### src/rtl/alu_pipe.sv
// Registered, valid/ready-handshaked ALU with N/Z/C/V flags.
// Multiplies run on an iterative shift-add engine, one multiplier bit per cycle.
module alu_pipe #(
  parameter int unsigned WIDTH = 32,
  parameter int unsigned SHW   = $clog2(WIDTH)
) (
  input  logic             clk,
  input  logic             reset_n,
  input  logic             in_valid,
  output logic             in_ready,
  input  logic [WIDTH-1:0] in_a,
  input  logic [WIDTH-1:0] in_b,
  input  logic [3:0]       in_op,
  output logic             out_valid,
  input  logic             out_ready,
  output logic [WIDTH-1:0] out_result,
  output logic [3:0]       out_flags,
  output logic             busy
);

  localparam int unsigned PW = 2 * WIDTH;
  localparam int unsigned EW = WIDTH + 1;

  localparam logic [3:0] OP_NOTA  = 4'b0000;
  localparam logic [3:0] OP_NOTB  = 4'b0001;
  localparam logic [3:0] OP_AND   = 4'b0010;
  localparam logic [3:0] OP_OR    = 4'b0011;
  localparam logic [3:0] OP_XOR   = 4'b0100;
  localparam logic [3:0] OP_XNOR  = 4'b0101;
  localparam logic [3:0] OP_ADD   = 4'b0110;
  localparam logic [3:0] OP_SUB   = 4'b0111;
  localparam logic [3:0] OP_SLL   = 4'b1000;
  localparam logic [3:0] OP_SRL   = 4'b1001;
  localparam logic [3:0] OP_SRA   = 4'b1010;
  localparam logic [3:0] OP_SLT   = 4'b1011;
  localparam logic [3:0] OP_SLTU  = 4'b1100;
  localparam logic [3:0] OP_MUL   = 4'b1101;
  localparam logic [3:0] OP_MULHU = 4'b1110;
  localparam logic [3:0] OP_PASSB = 4'b1111;

  typedef enum logic {ST_IDLE, ST_MUL} state_e;

  state_e           state, state_d;
  logic [WIDTH-1:0] result_q, result_d;
  logic [3:0]       flags_q, flags_d;
  logic             valid_q, valid_d;
  logic [PW-1:0]    acc_q, acc_d;
  logic [PW-1:0]    mcand_q, mcand_d;
  logic [WIDTH-1:0] mplier_q, mplier_d;
  logic [SHW-1:0]   cnt_q, cnt_d;
  logic             hi_q, hi_d;

  logic [WIDTH:0]   add_full, sub_full;
  logic [SHW-1:0]   shamt;
  logic [WIDTH-1:0] alu_res;
  logic             alu_c, alu_v;
  logic [PW-1:0]    acc_step;
  logic [WIDTH-1:0] mul_res;
  logic             is_mul, accept;

  assign out_result = result_q;
  assign out_flags  = flags_q;
  assign out_valid  = valid_q;
  assign busy       = (state == ST_MUL);
  // A held result blocks issue unless the consumer takes it on this same edge.
  assign in_ready   = reset_n && (state == ST_IDLE) && (!valid_q || out_ready);
  assign is_mul     = (in_op == OP_MUL) || (in_op == OP_MULHU);
  assign accept     = in_valid && in_ready;

  // Single-cycle datapath
  always_comb begin
    add_full = {1'b0, in_a} + {1'b0, in_b};
    sub_full = {1'b0, in_a} + {1'b0, ~in_b} + EW'(1);
    shamt    = in_b[SHW-1:0];
    alu_res  = '0;
    alu_c    = 1'b0;
    alu_v    = 1'b0;
    case (in_op)
      OP_NOTA:  alu_res = ~in_a;
      OP_NOTB:  alu_res = ~in_b;
      OP_AND:   alu_res = in_a & in_b;
      OP_OR:    alu_res = in_a | in_b;
      OP_XOR:   alu_res = in_a ^ in_b;
      OP_XNOR:  alu_res = ~(in_a ^ in_b);
      OP_ADD: begin
        alu_res = add_full[WIDTH-1:0];
        alu_c   = add_full[WIDTH];
        alu_v   = (in_a[WIDTH-1] == in_b[WIDTH-1]) && (alu_res[WIDTH-1] != in_a[WIDTH-1]);
      end
      OP_SUB: begin
        alu_res = sub_full[WIDTH-1:0];
        alu_c   = sub_full[WIDTH];
        alu_v   = (in_a[WIDTH-1] != in_b[WIDTH-1]) && (alu_res[WIDTH-1] != in_a[WIDTH-1]);
      end
      OP_SLL:   alu_res = in_a << shamt;
      OP_SRL:   alu_res = in_a >> shamt;
      OP_SRA:   alu_res = $signed(in_a) >>> shamt;
      OP_SLT:   alu_res = {{(WIDTH-1){1'b0}}, ($signed(in_a) < $signed(in_b))};
      OP_SLTU:  alu_res = {{(WIDTH-1){1'b0}}, (in_a < in_b)};
      OP_PASSB: alu_res = in_b;
      default:  alu_res = '0;
    endcase
  end

  // One shift-add step: add the shifted multiplicand when the current multiplier bit is set
  always_comb begin
    acc_step = acc_q + (mplier_q[0] ? mcand_q : '0);
    mul_res  = hi_q ? acc_step[PW-1:WIDTH] : acc_step[WIDTH-1:0];
  end

  // Next-state and datapath update
  always_comb begin
    state_d  = state;
    result_d = result_q;
    flags_d  = flags_q;
    valid_d  = valid_q;
    acc_d    = acc_q;
    mcand_d  = mcand_q;
    mplier_d = mplier_q;
    cnt_d    = cnt_q;
    hi_d     = hi_q;
    case (state)
      ST_IDLE: begin
        if (accept) begin
          if (is_mul) begin
            acc_d    = '0;
            mcand_d  = PW'(in_a);
            mplier_d = in_b;
            hi_d     = (in_op == OP_MULHU);
            cnt_d    = '0;
            valid_d  = 1'b0;
            state_d  = ST_MUL;
          end else begin
            result_d = alu_res;
            flags_d  = {alu_res[WIDTH-1], (alu_res == '0), alu_c, alu_v};
            valid_d  = 1'b1;
          end
        end else if (out_ready) begin
          valid_d = 1'b0;
        end
      end
      ST_MUL: begin
        acc_d    = acc_step;
        mcand_d  = mcand_q << 1;
        mplier_d = mplier_q >> 1;
        cnt_d    = cnt_q + SHW'(1);
        if (cnt_q == SHW'(WIDTH - 1)) begin
          result_d = mul_res;
          flags_d  = {mul_res[WIDTH-1], (mul_res == '0), 2'b00};
          valid_d  = 1'b1;
          cnt_d    = '0;
          state_d  = ST_IDLE;
        end
      end
      default: state_d = ST_IDLE;
    endcase
  end

  always_ff @(posedge clk or negedge reset_n) begin
    if (!reset_n) state <= ST_IDLE;
    else          state <= state_d;
  end

  always_ff @(posedge clk or negedge reset_n) begin
    if (!reset_n) begin
      result_q <= '0;
      flags_q  <= '0;
      valid_q  <= 1'b0;
      acc_q    <= '0;
      mcand_q  <= '0;
      mplier_q <= '0;
      cnt_q    <= '0;
      hi_q     <= 1'b0;
    end else begin
      result_q <= result_d;
      flags_q  <= flags_d;
      valid_q  <= valid_d;
      acc_q    <= acc_d;
      mcand_q  <= mcand_d;
      mplier_q <= mplier_d;
      cnt_q    <= cnt_d;
      hi_q     <= hi_d;
    end
  end

endmodule
### config.mk
export PLATFORM = sky130hd
export DESIGN_NAME = alu_pipe
export DESIGN_NICKNAME = d
export VERILOG_FILES = /design/src/rtl/alu_pipe.sv
export SDC_FILE = /design/constraint.sdc
export NUM_CORES = 1
export LEC_CHECK = 0
export ABC_CLOCK_PERIOD_IN_PS = 11050
export BUFFER_PORTS_ARGS = -buffer_cell sky130_fd_sc_hd__buf_2
export CAP_MARGIN = 20
export CORE_ASPECT_RATIO = 1.4
export CORE_MARGIN = 2
export CORE_UTILIZATION = 30
export DETAILED_ROUTE_END_ITERATION = 16
export PLACE_DENSITY_LB_ADDON = 0.1
export SKIP_LAST_GASP = 1
export SYNTH_ARGS = -nofsm -noshare
export SYNTH_HDL_FRONTEND = slang
export SYNTH_SLANG_ARGS = --single-unit
### constraint.sdc
create_clock -name clk -period 11.05 [get_ports clk]
set_clock_uncertainty 0.15 [all_clocks]
set_input_delay 0.5525 -clock clk [delete_from_list [all_inputs] [get_ports clk]]
set_output_delay 0.5525 -clock clk [all_outputs]
set_load 0.01 [all_outputs]
**Yosys cells after proc, flatten, opt, wreduce, memory -nomap -nowiden**

Index checks and enable logic that the tools add are counted.

- Register bits after elaboration: 204
- Logic and storage cells: 101
- Output and inout bits: 39
- Bits of input ports: 72

- Equality and inequality tests: 25
- Shift-type cells: 3
- Bitwise operators: 7
- Magnitude comparators: 2
- Mux-type cells: 35
- $add $sub $neg: 5
- Reductions and logical operators: 15

Operator list:

| operator | number |
|---|---|
| 32-bit one-hot mux with 14 select lines | 1 |
| 64-bit 2-to-1 mux | 5 |
| 64-bit one-hot mux with 2 select lines | 2 |
| 32-bit 2-to-1 mux | 6 |
| 32-bit one-hot mux with 2 select lines | 2 |
| 32-bit NOT | 3 |
| 32-bit by 32-bit adder with 33-bit output | 2 |
| 64-bit adder | 1 |
| 32-bit logical NOT | 2 |
| 32-bit < comparator | 2 |
| 33-bit by 1-bit adder with 33-bit output, second input constant | 1 |
| 32-bit AND | 1 |
| 4-bit equality test, second input constant | 8 |
| 32-bit OR | 1 |
| 32-bit by 5-bit << shifter with 32-bit output | 1 |
| 32-bit by 5-bit right shift with 32-bit output | 1 |
| 32-bit by 5-bit >>> shifter with 32-bit output | 1 |
| 32-bit bitwise XOR | 1 |
| 4-bit by 3-bit equality test with 1-bit output, second input constant | 4 |
| 5-bit 2-to-1 mux | 3 |
| 4-bit 2-to-1 mux | 3 |
| 5-bit one-hot mux with 2 select lines | 1 |
| 4-bit by 2-bit equality test with 1-bit output, second input constant | 2 |
| 1-bit one-hot mux with 2 select lines | 4 |
| 17 further kinds | 34 |

**Depth between registers and ports, before layout**

Gate-level depths: netlist of run 1.

- Depth in word-level cells: 9
- Depth in mapped cells: 20
- Gate-level depth less buffers: 16

**Worst setup path after synthesis of run 1**

No wires, ideal clock.

- Kind: in2reg
- Start point: input port in_b[3]
- End point: register flags_q[2], in the netlist out_flags[2]
- Required time: 10835 ps
- Path buffers: 5
- Stages: 20
- Data arrival time: 5014 ps
- Setup slack: 5821 ps
- Setup time: 65 ps
- Cell sequence: clkbuf_1 inv_1 buf_1 clkbuf_1 buf_1 ha_1 buf_2 o21a_1 o31a_1 or4_1 a31o_1 a221oi_2 o2111ai_1 or4_1 nor4_2 nand4_1 nor4_1 nand2_1 nor4_1 a211o_1

- Longest elaborated chain between the ends: 8
- Elaborated cells between the ends (all ways): 18

Ends and longest elaborated chain:

| item | RTL line | RTL |
|---|---|---|
| start, declared | 12 | `input logic [WIDTH-1:0] in_b,` |
| 32-bit NOT | 73, 80 |  |
| 32-bit by 32-bit adder with 33-bit output | 73 | `sub_full = {1'b0, in_a} + {1'b0, ~in_b} + EW'(1);` |
| 33-bit by 1-bit adder with 33-bit output | 73 |  |
| 32-bit one-hot mux with 14 select lines (*) | 78 | `case (in_op)` |
| 32-bit logical NOT (*) | 135 | `flags_d = {alu_res[WIDTH-1], (alu_res == '0), alu_c, alu_v};` |
| 4-bit 2-to-1 mux (*) | 125 | `if (is_mul) begin` |
| 4-bit 2-to-1 mux (*) | 124 | `if (accept) begin` |
| 4-bit one-hot mux with 2 select lines (*) | 122 | `case (state)` |
| end signal, assigned | 176 | `flags_q <= flags_d;` |
| end, declared | 45 | `logic [3:0] flags_q, flags_d;` |

Mark *: on every way between the ends. The rest lies on a longest branch, timed or not. The select of a mux whose other input is x is not followed.
A chain may end at the register's enable or synchronous reset.

**Final worst setup path of run 1**

- Start point: register mplier_q[0]
- End point: register flags_q[2], in the netlist out_flags[2]

- Longest elaborated chain between the ends: 6

Ends and longest elaborated chain:

| item | RTL line | RTL |
|---|---|---|
| start, declared | 49 | `logic [WIDTH-1:0] mplier_q, mplier_d;` |
| start signal, assigned | 180 | `mplier_q <= mplier_d;` |
| 64-bit 2-to-1 mux | 107 | `acc_step = acc_q + (mplier_q[0] ? mcand_q : '0);` |
| 64-bit adder | 107 |  |
| 32-bit 2-to-1 mux | 108 | `mul_res = hi_q ? acc_step[PW-1:WIDTH] : acc_step[WIDTH-1:0];` |
| 32-bit logical NOT | 149 | `flags_d = {mul_res[WIDTH-1], (mul_res == '0), 2'b00};` |
| 4-bit 2-to-1 mux | 147 | `if (cnt_q == SHW'(WIDTH - 1)) begin` |
| 4-bit one-hot mux with 2 select lines | 122 |  |

No other way between the ends. The select of a mux whose other input is x is not followed.

==> run summary, run 1 <==
met1 global-route usage -> 36.2%
final critical delay including setup and external delays -> 5.79 ns
DRC violation count after routing -> 0
maximum clock frequency -> 173 MHz
Synth top area share -> 20.6%
count of port buffers added during placement -> 110
fraction of final layout cells with drive strength greater than 1 -> 11.1%
total global routing track utilization -> 32.0%
number of library cell types mapped by synthesis -> 90
reg2reg end -> out_flags[2]
cell type contributing the most total cell area after synthesis -> dfrtp_1
relative area change from synthesis to final layout -> 9.59%
RSZ-0062 raised after global routing -> false
GRT Max-Usage Layer -> met2
startpoint of the most critical setup path -> mplier_q[0]
class of the most critical setup path -> flip-flop to flip-flop
post-route design area -> 0.0270 mm^2
starting density of the core -> 30.2%
wire length of the first global-routing pass -> 195000 um
Syn Std Cell Area -> 0.0246 mm^2
post-CTS setup-driven buffer insertion count -> 0
Avg Inst Size Synth -> 7.63 um^2
fraction of registers with async set or reset after synthesis -> 100%
vias per cell -> 6.17
most instantiated library cell after synthesis -> nand2_1
Std-Cell Rows -> 124
Antenna Nets Post-Route -> 0
final cycle utilization of the critical path -> 52.4%
H-tree depth -> 1
worst path arrival time -> 6.18 ns
clock transition time at the flip-flop clock pins of the worst setup and hold paths -> 0.06 ns
worst reg2reg setup slack -> 5.26 ns
syn nets -> 3475
number of design-rule violations left by the first detailed-router iteration -> 2284
type of destination of the critical path -> flip-flop
dominant register cell in the synthesized netlist -> dfrtp_1
final design utilization -> 33.1%
cell leakage power -> 0.0117 uW
Critical Path Fanout Max -> 48
final WL -> 138000 um
clock latency at the later pin of the worst-skew pair -> 0.62 ns
sequential area share after synthesis -> 20.6%
DIE AREA -> 0.0844 mm^2
number of enable-type register cells in the synthesized netlist -> 0
kind of start point of the critical path -> flip-flop
number of antenna violations at the first check in global routing -> 2
overall overflow remaining after global route -> 0
outcome -> finished, final reports clean
total number of clock tree sinks -> 203
pin count of the biggest net entering global routing -> 99
number of optimization iterations in the first detailed-route pass -> 7
FF-to-FF Start -> mplier_q[0]
hold crit path type -> primary input to flip-flop
pins over their slew limit -> 0
ranking of synthesized cells by area -> dfrtp_1 (21%), ha_1 (8.8%), nand2_1 (6.7%)
Power per Cell Area -> 156 mW/mm^2
Max-slew headroom -> 24.5%
Worst Slack Setup Final -> 5.26 ns
post-route setup TNS -> 0 ns
detailed placement HPWL -> 108000 um
Worst-Margin Slew -> 1.13 ns
RePlAce Congestion -> 1.00
via count of the first global-routing pass -> 26300
setup slack after placement -> 4.74 ns
Worst Setup EP -> out_flags[2]
cells on worst reg2reg path -> 16
instance count of the mapped netlist -> 3227
area of placed instances -> 0.0260 mm^2
Yosys warning total -> 0
Die Y-Extent -> 343 um
Final Hold Vio Count -> 0
Max VDD drop -> 0.127 mV
worst endpoint required time -> 11.45 ns
Final nets -> 3421
chip width -> 246 um
via total after detailed routing -> 26300
GR Util met3 -> 3.58%
I/O Pins -> 111
met2 demand-to-capacity share in global routing -> 55.9%
ranking of synthesized cells by instance count -> nand2_1 (439), o21ai_0 (301), a21oi_1 (247), nor2_1 (245), dfrtp_1 (203)
final setup violation count -> 0
CTS tree -> done
master cell of the clock root buffer -> clkbuf_16
area of the core region -> 0.0815 mm^2
max-cap check violation count -> 0
Yosys reg bits -> 203
Inserted Clock Buffers -> 26
fill cell total of the finished layout -> 8809
number of buffers between clock root and the deepest sink -> 3
Wirelength per Cell -> 32.4 um
## how the worst min path moves through the flow
stage	from	depth (start not counted)	to
after floorplan	reset_n	0	acc_q[0]
after global placement	mplier_q[12]	2	mplier_q[11]
after detailed placement	mplier_q[10]	2	mplier_q[9]
after CTS	in_b[31]	3	mplier_q[31]
after global routing	in_valid	3	out_result[10]
final	in_b[31]	3	mplier_q[31]
## report_power, final
group          total, uW  internal [uW]  switching [uW]  leakage [uW]
logic               2030            660            1370       0.00859
clock network        966            572             394      0.000454
registers           1220            995             226       0.00270
total               4220           2230            1990        0.0117
## registers in the layout, summed over array words and instances (netlist names)
register	cells
acc_q	64
busy	1
cnt_q	5
hi_q	1
mcand_q	64
mplier_q	32
out_flags	3
out_result	32
out_valid	1
## worst max-delay path, cell delays in order, from the launching register on
cell and delay, ns:
dfrtp_2 0.48, buf_4 0.44, and2_1 0.20, ha_1 0.31
a21oi_1 0.26, o21ai_0 0.21, a221oi_1 0.57, nor2_1 0.12
nor4b_1 0.94, o21ai_0 0.47, o221ai_1 0.34, nor2b_1 0.20
xnor2_1 0.15, mux2i_1 0.28, nand4_1 0.16, nor4b_1 0.31
a211o_1 0.15
## layer usage
layer | up-vias | share of wire [%] | wire length [um]
met5 | - | 0.012 | 16
met1 | 13100 | 37 | 51800
met3 | 343 | 5.2 | 7220
li1 | 11800 | - | -
met2 | 1149 | 49 | 67400
met4 | 2 | 8.6 | 11900
## area by class of cell
cell class	instances	area (um^2)	share of cell area, %
multi-input cells	2638	18000	66.8
flip-flops and latches	203	5080	18.9
well taps	1071	1340	4.97
repair buffers	187	1160	4.29
clock buffers	33	707	2.62
inverters	117	439	1.63
clock inverters	15	230	0.853
diodes	2	5.00	0.0186
## kinds of logic after synthesis
group           after synthesis  share of synthesized area [%]
simple gates               1108                           20.9
fa+ha+maj                   176                           9.04
compound gates             1039                           27.4
flops                       203                           20.6
xor+xnor                     99                           3.52
buf+inv                     386                           6.38
mux                         216                           12.1
## per-stage QoR
stage | power, uW | hold slack [ns] | std cells
global placement | 3220 | 0.315 | 4210
CTS | 4220 | 0.147 | 4264
detailed placement | 3240 | 0.325 | 4215
global route | 4450 | 0.186 | 4264
floorplan | 2380 | 0.107 | 3227
finish | 4220 | 0.181 | 4266
## placed cells by master (no fill, tap or decap), types with 20 or more instances in the layout
cell type | Yosys | routed
o221ai_1 | 34 | 34
clkbuf_16 | 0 | 26
mux2i_1 | 128 | 128
xor2_1 | 49 | 49
and2_1 | 82 | 82
o31ai_1 | 25 | 25
a221oi_1 | 21 | 21
a21o_1 | 25 | 25
buf_2 | 32 | 108
xnor2_1 | 50 | 50
o211ai_1 | 31 | 31
nand2_1 | 439 | 439
inv_1 | 113 | 113
nand3_1 | 62 | 61
buf_4 | 5 | 76
a22o_1 | 40 | 40
nand2b_1 | 31 | 31
ha_1 | 173 | 173
a21oi_1 | 247 | 247
mux2_2 | 27 | 27
dfrtp_1 | 203 | 201
nor2b_1 | 27 | 26
and3_1 | 20 | 20
o21ai_0 | 301 | 301
o22ai_1 | 35 | 35
a22oi_1 | 28 | 28
mux4_2 | 50 | 50
a31oi_1 | 22 | 22
nor2_1 | 245 | 239
nor3_1 | 69 | 69
nand4_1 | 53 | 53
a211oi_1 | 25 | 25
## timing repair
| item | in CTS | in global routing |
|---|---|---|
| hold endpoints to repair | 48 | 0 |
| hold buffers | 1 | 0 |
| resized for setup | 0 | 0 |
Note: power is estimated with default switching activity, not from simulation.
==> run 2: changes to the inputs <==
--- a/config.mk
+++ b/config.mk
@@ -5,7 +5,7 @@
 export SDC_FILE = /design/constraint.sdc
 export NUM_CORES = 1
 export LEC_CHECK = 0
-export ABC_CLOCK_PERIOD_IN_PS = 11050
+export ABC_CLOCK_PERIOD_IN_PS = 5750
 export BUFFER_PORTS_ARGS = -buffer_cell sky130_fd_sc_hd__buf_2
 export CAP_MARGIN = 20
 export CORE_ASPECT_RATIO = 1.4
==> constraint.sdc (replaced) <==
create_clock -name clk -period 5.75 [get_ports clk]
set_clock_uncertainty 0.15 [all_clocks]
set_input_delay 0.2875 -clock clk [delete_from_list [all_inputs] [get_ports clk]]
set_output_delay 0.2875 -clock clk [all_outputs]
set_load 0.01 [all_outputs]
==> run summary, run 2 (synthesized netlist as in run 1, its figures left out) <==
final critical delay including setup and external delays -> 5.26 ns (was 5.79 ns)
Wirelength per Cell -> 31.5 um (was 32.4 um)
clock latency at the later pin of the worst-skew pair -> 0.56 ns (was 0.62 ns)
class of the most critical setup path -> flip-flop to flip-flop (unchanged)
RePlAce Congestion -> 1.09 (was 1.00)
number of placed instances with taps included -> 4285 (was 4215)
worst reg2reg setup slack -> 0.49 ns (was 5.26 ns)
final design utilization -> 33.9% (was 33.1%)
largest registers ranked by flip-flop count -> acc_q (64), mcand_q (64) (unchanged)
via total after detailed routing -> 27100 (was 26300)
Max-slew headroom -> 15.8% (was 24.5%)
area of the core region -> 0.0815 mm^2 (unchanged)
Crit path top cell by count -> nand4_1
wire length of the first global-routing pass -> 196000 um (was 195000 um)
master cell of the clock root buffer -> clkbuf_16 (unchanged)
cell leakage power -> 0.0121 uW (was 0.0117 uW)
via count of the first global-routing pass -> 26700 (was 26300)
chip width -> 246 um (unchanged)
post-route setup TNS -> 0 ns (unchanged)
type of destination of the critical path -> flip-flop (unchanged)
DRC violation count after routing -> 0 (unchanged)
worst endpoint required time -> 6.10 ns (was 11.45 ns)
hold crit path type -> primary input to flip-flop (unchanged)
FF-to-FF Start -> mplier_q[0] (unchanged)
Std-Cell Rows -> 124 (unchanged)
I/O Pins -> 111 (unchanged)
relative area change from synthesis to final layout -> 12.3% (was 9.59%)
Hold Path Stages -> 3 (unchanged)
Power per Cell Area -> 286 mW/mm^2 (was 156 mW/mm^2)
Final nets -> 3516 (was 3421)
end of the worst hold path -> mplier_q[11] (was mplier_q[31])
worst hold margin -> 0.0365 ns (was 0.181 ns)
pins over their slew limit -> 0 (unchanged)
Antenna Nets Post-Route -> 0 (unchanged)
most common library cell in the layout ignoring fill and taps -> nand2_1 (unchanged)
Max VDD drop -> 0.240 mV (was 0.127 mV)
starting density of the core -> 30.2% (unchanged)
detailed placement HPWL -> 107000 um (was 108000 um)
Die Y-Extent -> 343 um (unchanged)
final cycle utilization of the critical path -> 91.6% (was 52.4%)
post-layout instance count excluding filler cells -> 4357 (was 4266)
final setup violation count -> 0 (unchanged)
commonest cells after routing, fill and taps aside -> nand2_1 (439), o21ai_0 (301), a21oi_1 (247), nor2_1 (240), dfrtp_1 (201) (was nand2_1 (439), o21ai_0 (301), a21oi_1 (247), nor2_1 (239), dfrtp_1 (201))
Hold Crit Start -> in_b[11] (was in_b[31])
Worst-Margin Slew -> 1.26 ns (was 1.13 ns)
RSZ-0062 raised after global routing -> false (unchanged)
CTS tree -> done (unchanged)
worst path arrival time -> 5.61 ns (was 6.18 ns)
vias per cell -> 6.21 (was 6.17)
number of design-rule violations left by the first detailed-router iteration -> 2466 (was 2284)
number of buffers between clock root and the deepest sink -> 3 (unchanged)
maximum clock frequency -> 190 MHz (was 173 MHz)
outcome -> finished, final reports clean (unchanged)
DIE AREA -> 0.0844 mm^2 (unchanged)
Inserted Clock Buffers -> 25 (was 26)
crit-path cells -> and2_1 > ha_1 > nand4_1 > nor2_1 > nand4_1 > a211oi_1 > o21ai_1 > o21ai_0 > buf_4 > xor2_1 > a2bb2oi_1 > nor3b_1 > nor4b_1 > nand4_1 > nor4b_1 > a211o_1 (was buf_4 > and2_1 > ha_1 > a21oi_1 > o21ai_0 > a221oi_1 > nor2_1 > nor4b_1 > o21ai_0 > o221ai_1 > nor2b_1 > xnor2_1 > mux2i_1 > nand4_1 > nor4b_1 > a211o_1)
post-cts sizing count -> 0 (unchanged)
cells on worst reg2reg path -> 16 (unchanged)
reg2reg end -> out_flags[2] (unchanged)
number of antenna violations at the first check in global routing -> 10 (was 2)
H-tree depth -> 1 (unchanged)
fill cell total of the finished layout -> 8686 (was 8809)
overall overflow remaining after global route -> 0 (unchanged)
count of port buffers added during placement -> 110 (unchanged)
pin count of the biggest net entering global routing -> 117 (was 99)
Final Hold Vio Count -> 0 (unchanged)
maximum cell stage delay along the critical path -> 0.70 ns (was 0.94 ns)
Max stage delay cell, worst path -> a211oi_1 (was nor4b_1)
final WL -> 137000 um (was 138000 um)
max-cap check violation count -> 0 (unchanged)
kind of start point of the critical path -> flip-flop (unchanged)
total number of clock tree sinks -> 203 (unchanged)
clock transition time at the flip-flop clock pins of the worst setup and hold paths -> 0.06 ns (about the same)
fraction of final layout cells with drive strength greater than 1 -> 12.6% (was 11.1%)
total global routing track utilization -> 31.9% (was 32.0%)
Critical Path Fanout Max -> 37 (was 48)
number of optimization iterations in the first detailed-route pass -> 6 (was 7)
total power -> 7920 uW (was 4220 uW)
-- run 2: cell types whose count changed in the layout (fill, tap and decap cells not counted), moves of 2 or more --
cell,previous run,this run
buf_4,76,144
dlygate4sd3_1,1,26
buf_12,1,5
bufinv_16,5,1
buf_2,108,105
clkbuf_1,4,6
clkinv_4,2,0
inv_6,0,2
-- run 2: worst max-delay path by stage --
stage | start | to | slack, ns | depth (start not counted)
final | mplier_q[0] | out_flags[2] | 0.49 | 16
after global routing | mplier_q[0] | out_flags[2] | 0.13 | 17
after CTS | mplier_q[0] | out_flags[2] | 0.48 | 16
after detailed placement | in_b[0] | out_flags[2] | 0.24 | 18
after global placement | in_b[0] | out_flags[2] | 0.19 | 18
after floorplan | in_b[3] | out_flags[2] | 0.79 | 20
-- run 2: timing repair --
action                                 CTS  global route
buffers inserted                         0             0
setup endpoints to repair                0             0
endpoints found under the hold margin   59             0
hold buffers                            26             0
-- run 2: metal layers --
layer / track usage [%] / share of wire [%] / routed length [um]
met1: 36.3 / 37 / 51000
met3: 3.40 / 5.5 / 7610
met2: 54.1 / 47 / 65000
met4: 25.9 / 10 / 13800
met5: 0 / 0.056 / 77
-- run 2: worst max-delay path: cells and delay by family, from the launching register on --
kind | cells | cell delay (ns)
AND/OR/NAND/NOR | 8 | 2.00
AO/OA/AOI/OAI | 5 | 1.64
flip-flops | 1 | 0.64
adder cells (fa/ha/maj) | 1 | 0.42
buffers and inverters | 1 | 0.19
XOR/XNOR | 1 | 0.16
-- run 2: layout make-up --
cell class	count	area (um^2)	share of cell area (%)
tap	1071	1340	4.85
multi-input combinational	2638	18000	65.1
inverter	117	439	1.59
timing repair buffer	283	2000	7.24
sequential	203	5080	18.4
antenna	3	7.51	0.0271
clock buffer	35	703	2.54
clock inverter	7	70.1	0.253
-- run 2: power by group --
group | internal [uW] | switching [uW] | leakage, uW
Clock | 893 | 673 | 0.000379
Combinational | 1340 | 2610 | 0.00905
Sequential | 1910 | 491 | 0.00270
-- run 2: per-stage QoR --
| stage | worst slack (ns) | instance area [um^2] |
|---|---|---|
| after floorplan | 0.786 | 24600 |
| after global placement | 0.193 | 26600 |
| after detailed placement | 0.241 | 26600 |
| after CTS | 0.478 | 27600 |
| after global routing | 0.133 | 27600 |
| final | 0.486 | 27700 |
==> run 3: changes to the inputs <==
--- a/config.mk
+++ b/config.mk
@@ -5,11 +5,11 @@
 export SDC_FILE = /design/constraint.sdc
 export NUM_CORES = 1
 export LEC_CHECK = 0
-export ABC_CLOCK_PERIOD_IN_PS = 5750
+export ABC_CLOCK_PERIOD_IN_PS = 5200
 export BUFFER_PORTS_ARGS = -buffer_cell sky130_fd_sc_hd__buf_2
 export CAP_MARGIN = 20
 export CORE_ASPECT_RATIO = 1.4
-export CORE_MARGIN = 2
+export CORE_MARGIN = 3
 export CORE_UTILIZATION = 30
 export DETAILED_ROUTE_END_ITERATION = 16
 export PLACE_DENSITY_LB_ADDON = 0.1
==> constraint.sdc (replaced) <==
create_clock -name clk -period 5.2 [get_ports clk]
set_clock_uncertainty 0.15 [all_clocks]
set_input_delay 0.26 -clock clk [delete_from_list [all_inputs] [get_ports clk]]
set_output_delay 0.26 -clock clk [all_outputs]
set_load 0.01 [all_outputs]
==> run summary, run 3 (synthesized netlist as in run 1, its figures left out) <==
outcome -> finished, final reports clean (unchanged)
worst endpoint required time -> 5.56 ns (was 6.10 ns)
fraction of final layout cells with drive strength greater than 1 -> 14.5% (was 12.6%)
overall overflow remaining after global route -> 0 (unchanged)
clock transition time at the flip-flop clock pins of the worst setup and hold paths -> 0.06 ns (about the same)
Final nets -> 3577 (was 3516)
pin count of the biggest net entering global routing -> 90 (was 117)
pins over their slew limit -> 0 (unchanged)
I/O Pins -> 111 (unchanged)
Worst-Margin Slew -> 1.14 ns (was 1.26 ns)
number of optimization iterations in the first detailed-route pass -> 6 (unchanged)
final cycle utilization of the critical path -> 96.0% (was 91.6%)
type of destination of the critical path -> flip-flop (unchanged)
chip width -> 248 um (was 246 um)
Critical Path Fanout Max -> 21 (was 37)
number of antenna violations at the first check in global routing -> 3 (was 10)
final WL -> 138000 um (was 137000 um)
vias per cell -> 6.09 (was 6.21)
final design utilization -> 35.0% (was 33.9%)
final critical delay including setup and external delays -> 4.99 ns (was 5.26 ns)
DRC violation count after routing -> 0 (unchanged)
total power -> 9090 uW (was 7920 uW)
RSZ-0062 raised after global routing -> false (unchanged)
relative area change from synthesis to final layout -> 15.0% (was 12.3%)
Std-Cell Rows -> 123 (was 124)
RePlAce Congestion -> 1.05 (was 1.09)
largest registers ranked by flip-flop count -> acc_q (64), mcand_q (64) (unchanged)
post-route setup TNS -> 0 ns (unchanged)
Final Hold Vio Count -> 0 (unchanged)
Power per Cell Area -> 321 mW/mm^2 (was 286 mW/mm^2)
area of the core region -> 0.0808 mm^2 (was 0.0815 mm^2)
maximum clock frequency -> 200 MHz (was 190 MHz)
worst path arrival time -> 5.35 ns (was 5.61 ns)
Inserted Clock Buffers -> 26 (was 25)
final setup violation count -> 0 (unchanged)
Wirelength per Cell -> 31.3 um (was 31.5 um)
via total after detailed routing -> 26900 (was 27100)
commonest cells after routing, fill and taps aside -> nand2_1 (439), o21ai_0 (300), a21oi_1 (247), nor2_1 (241), buf_4 (203) (was nand2_1 (439), o21ai_0 (301), a21oi_1 (247), nor2_1 (240), dfrtp_1 (201))
CTS tree -> done (unchanged)
kind of start point of the critical path -> flip-flop (unchanged)
detailed placement HPWL -> 110000 um (was 107000 um)
total number of clock tree sinks -> 203 (unchanged)
Antenna Nets Post-Route -> 0 (unchanged)
DIE AREA -> 0.0856 mm^2 (was 0.0844 mm^2)
master cell of the clock root buffer -> clkbuf_16 (unchanged)
total global routing track utilization -> 31.6% (was 31.9%)
Die Y-Extent -> 345 um (was 343 um)
number of buffers between clock root and the deepest sink -> 3 (unchanged)
clock latency at the later pin of the worst-skew pair -> 0.57 ns (was 0.56 ns)
starting density of the core -> 30.5% (was 30.2%)
Max VDD drop -> 0.299 mV (was 0.240 mV)
H-tree depth -> 1 (unchanged)
most common library cell in the layout ignoring fill and taps -> nand2_1 (unchanged)
count of port buffers added during placement -> 110 (unchanged)
hold crit path type -> primary input to flip-flop (unchanged)
cell leakage power -> 0.0125 uW (was 0.0121 uW)
class of the most critical setup path -> flip-flop to flip-flop (unchanged)
number of design-rule violations left by the first detailed-router iteration -> 2347 (was 2466)
Max-slew headroom -> 23.7% (was 15.8%)
via count of the first global-routing pass -> 27000 (was 26700)
max-cap check violation count -> 0 (unchanged)
wire length of the first global-routing pass -> 197000 um (was 196000 um)
## run 3: power breakdown
| part | leakage [uW] | switching, uW | internal [uW] |
|---|---|---|---|
| combinational | 0.00936 | 2960 | 1570 |
| sequential | 0.00270 | 467 | 2120 |
| clock | 0.000457 | 764 | 1210 |
| total | 0.0125 | 4190 | 4900 |
## run 3: routing by layer
layer  global-route usage, %  part of all wire (%)  routed length [um]  vias to the layer above
met4                    25.6                    10               13800                        0
met5                       0                     0                   0                        -
met1                    35.3                    36               50300                    13200
li1                        -                     -                   -                    12100
met3                    3.19                   5.3                7280                      369
met2                    54.5                    48               66800                     1220
## run 3: final timing paths
check / startpoint / to / slack, ns / cells past startpoint
hold / removal: in_a[20] / mcand_q[20] / 0.05 / 3
setup reg to reg: mplier_q[0] / out_flags[2] / 0.21 / 17
hold reg to reg: mplier_q[31] / mplier_q[30] / 0.33 / 2
min in group asynchronous: reset_n / acc_q[5] / 0.08 / 2
setup / recovery: mplier_q[0] / out_flags[2] / 0.21 / 17
max in group asynchronous: reset_n / busy / 2.97 / 4
## run 3: area by class of cell
cell class / count / area, um^2
Fill cell: 8708 / 52500
Multi-Input combinational cell: 2638 / 18100
Sequential cell: 203 / 5090
Timing Repair Buffer: 343 / 2450
Tap cell: 1062 / 1330
Clock buffer: 38 / 756
Inverter: 117 / 439
Clock inverter: 10 / 175
Antenna cell: 1 / 2.50
## run 3: timing repair
item,CTS,global route
endpoints found under the setup margin,1,1
hold buffers,26,0
setup buffers,0,1
pin swaps,0,2
gates resized for setup,2,6
endpoints found under the hold margin,78,0
## run 3: critical path: stages (launching register included)
cell and delay (ns):
dfrtp_4 0.57, buf_12 0.18, buf_4 0.19, and2_1 0.16, ha_1 0.31, nand4_1 0.14, or4_4 0.54, or3_1 0.41
a21oi_1 0.14, a211o_1 0.28, or2_2 0.23, nor2_1 0.09, nor4_4 0.33, nand4_1 0.19, nor4b_2 0.41, nand4_1 0.19
nor4b_2 0.30, a211o_1 0.13
## run 3: metrics by stage
stage	std cells	hold WS (ns)	worst slack [ns]	area [um^2]
6_report	4412	0.0505	0.206	28300
3_5_place_dp	4336	0.0861	-0.270	27100
3_3_place_gp	4335	0.0784	-0.270	27100
2_1_floorplan	3227	-0.186	0.263	24600
5_1_grt	4411	0.0612	0.00440	28300
4_1_cts	4410	0.0285	0.0772	28300
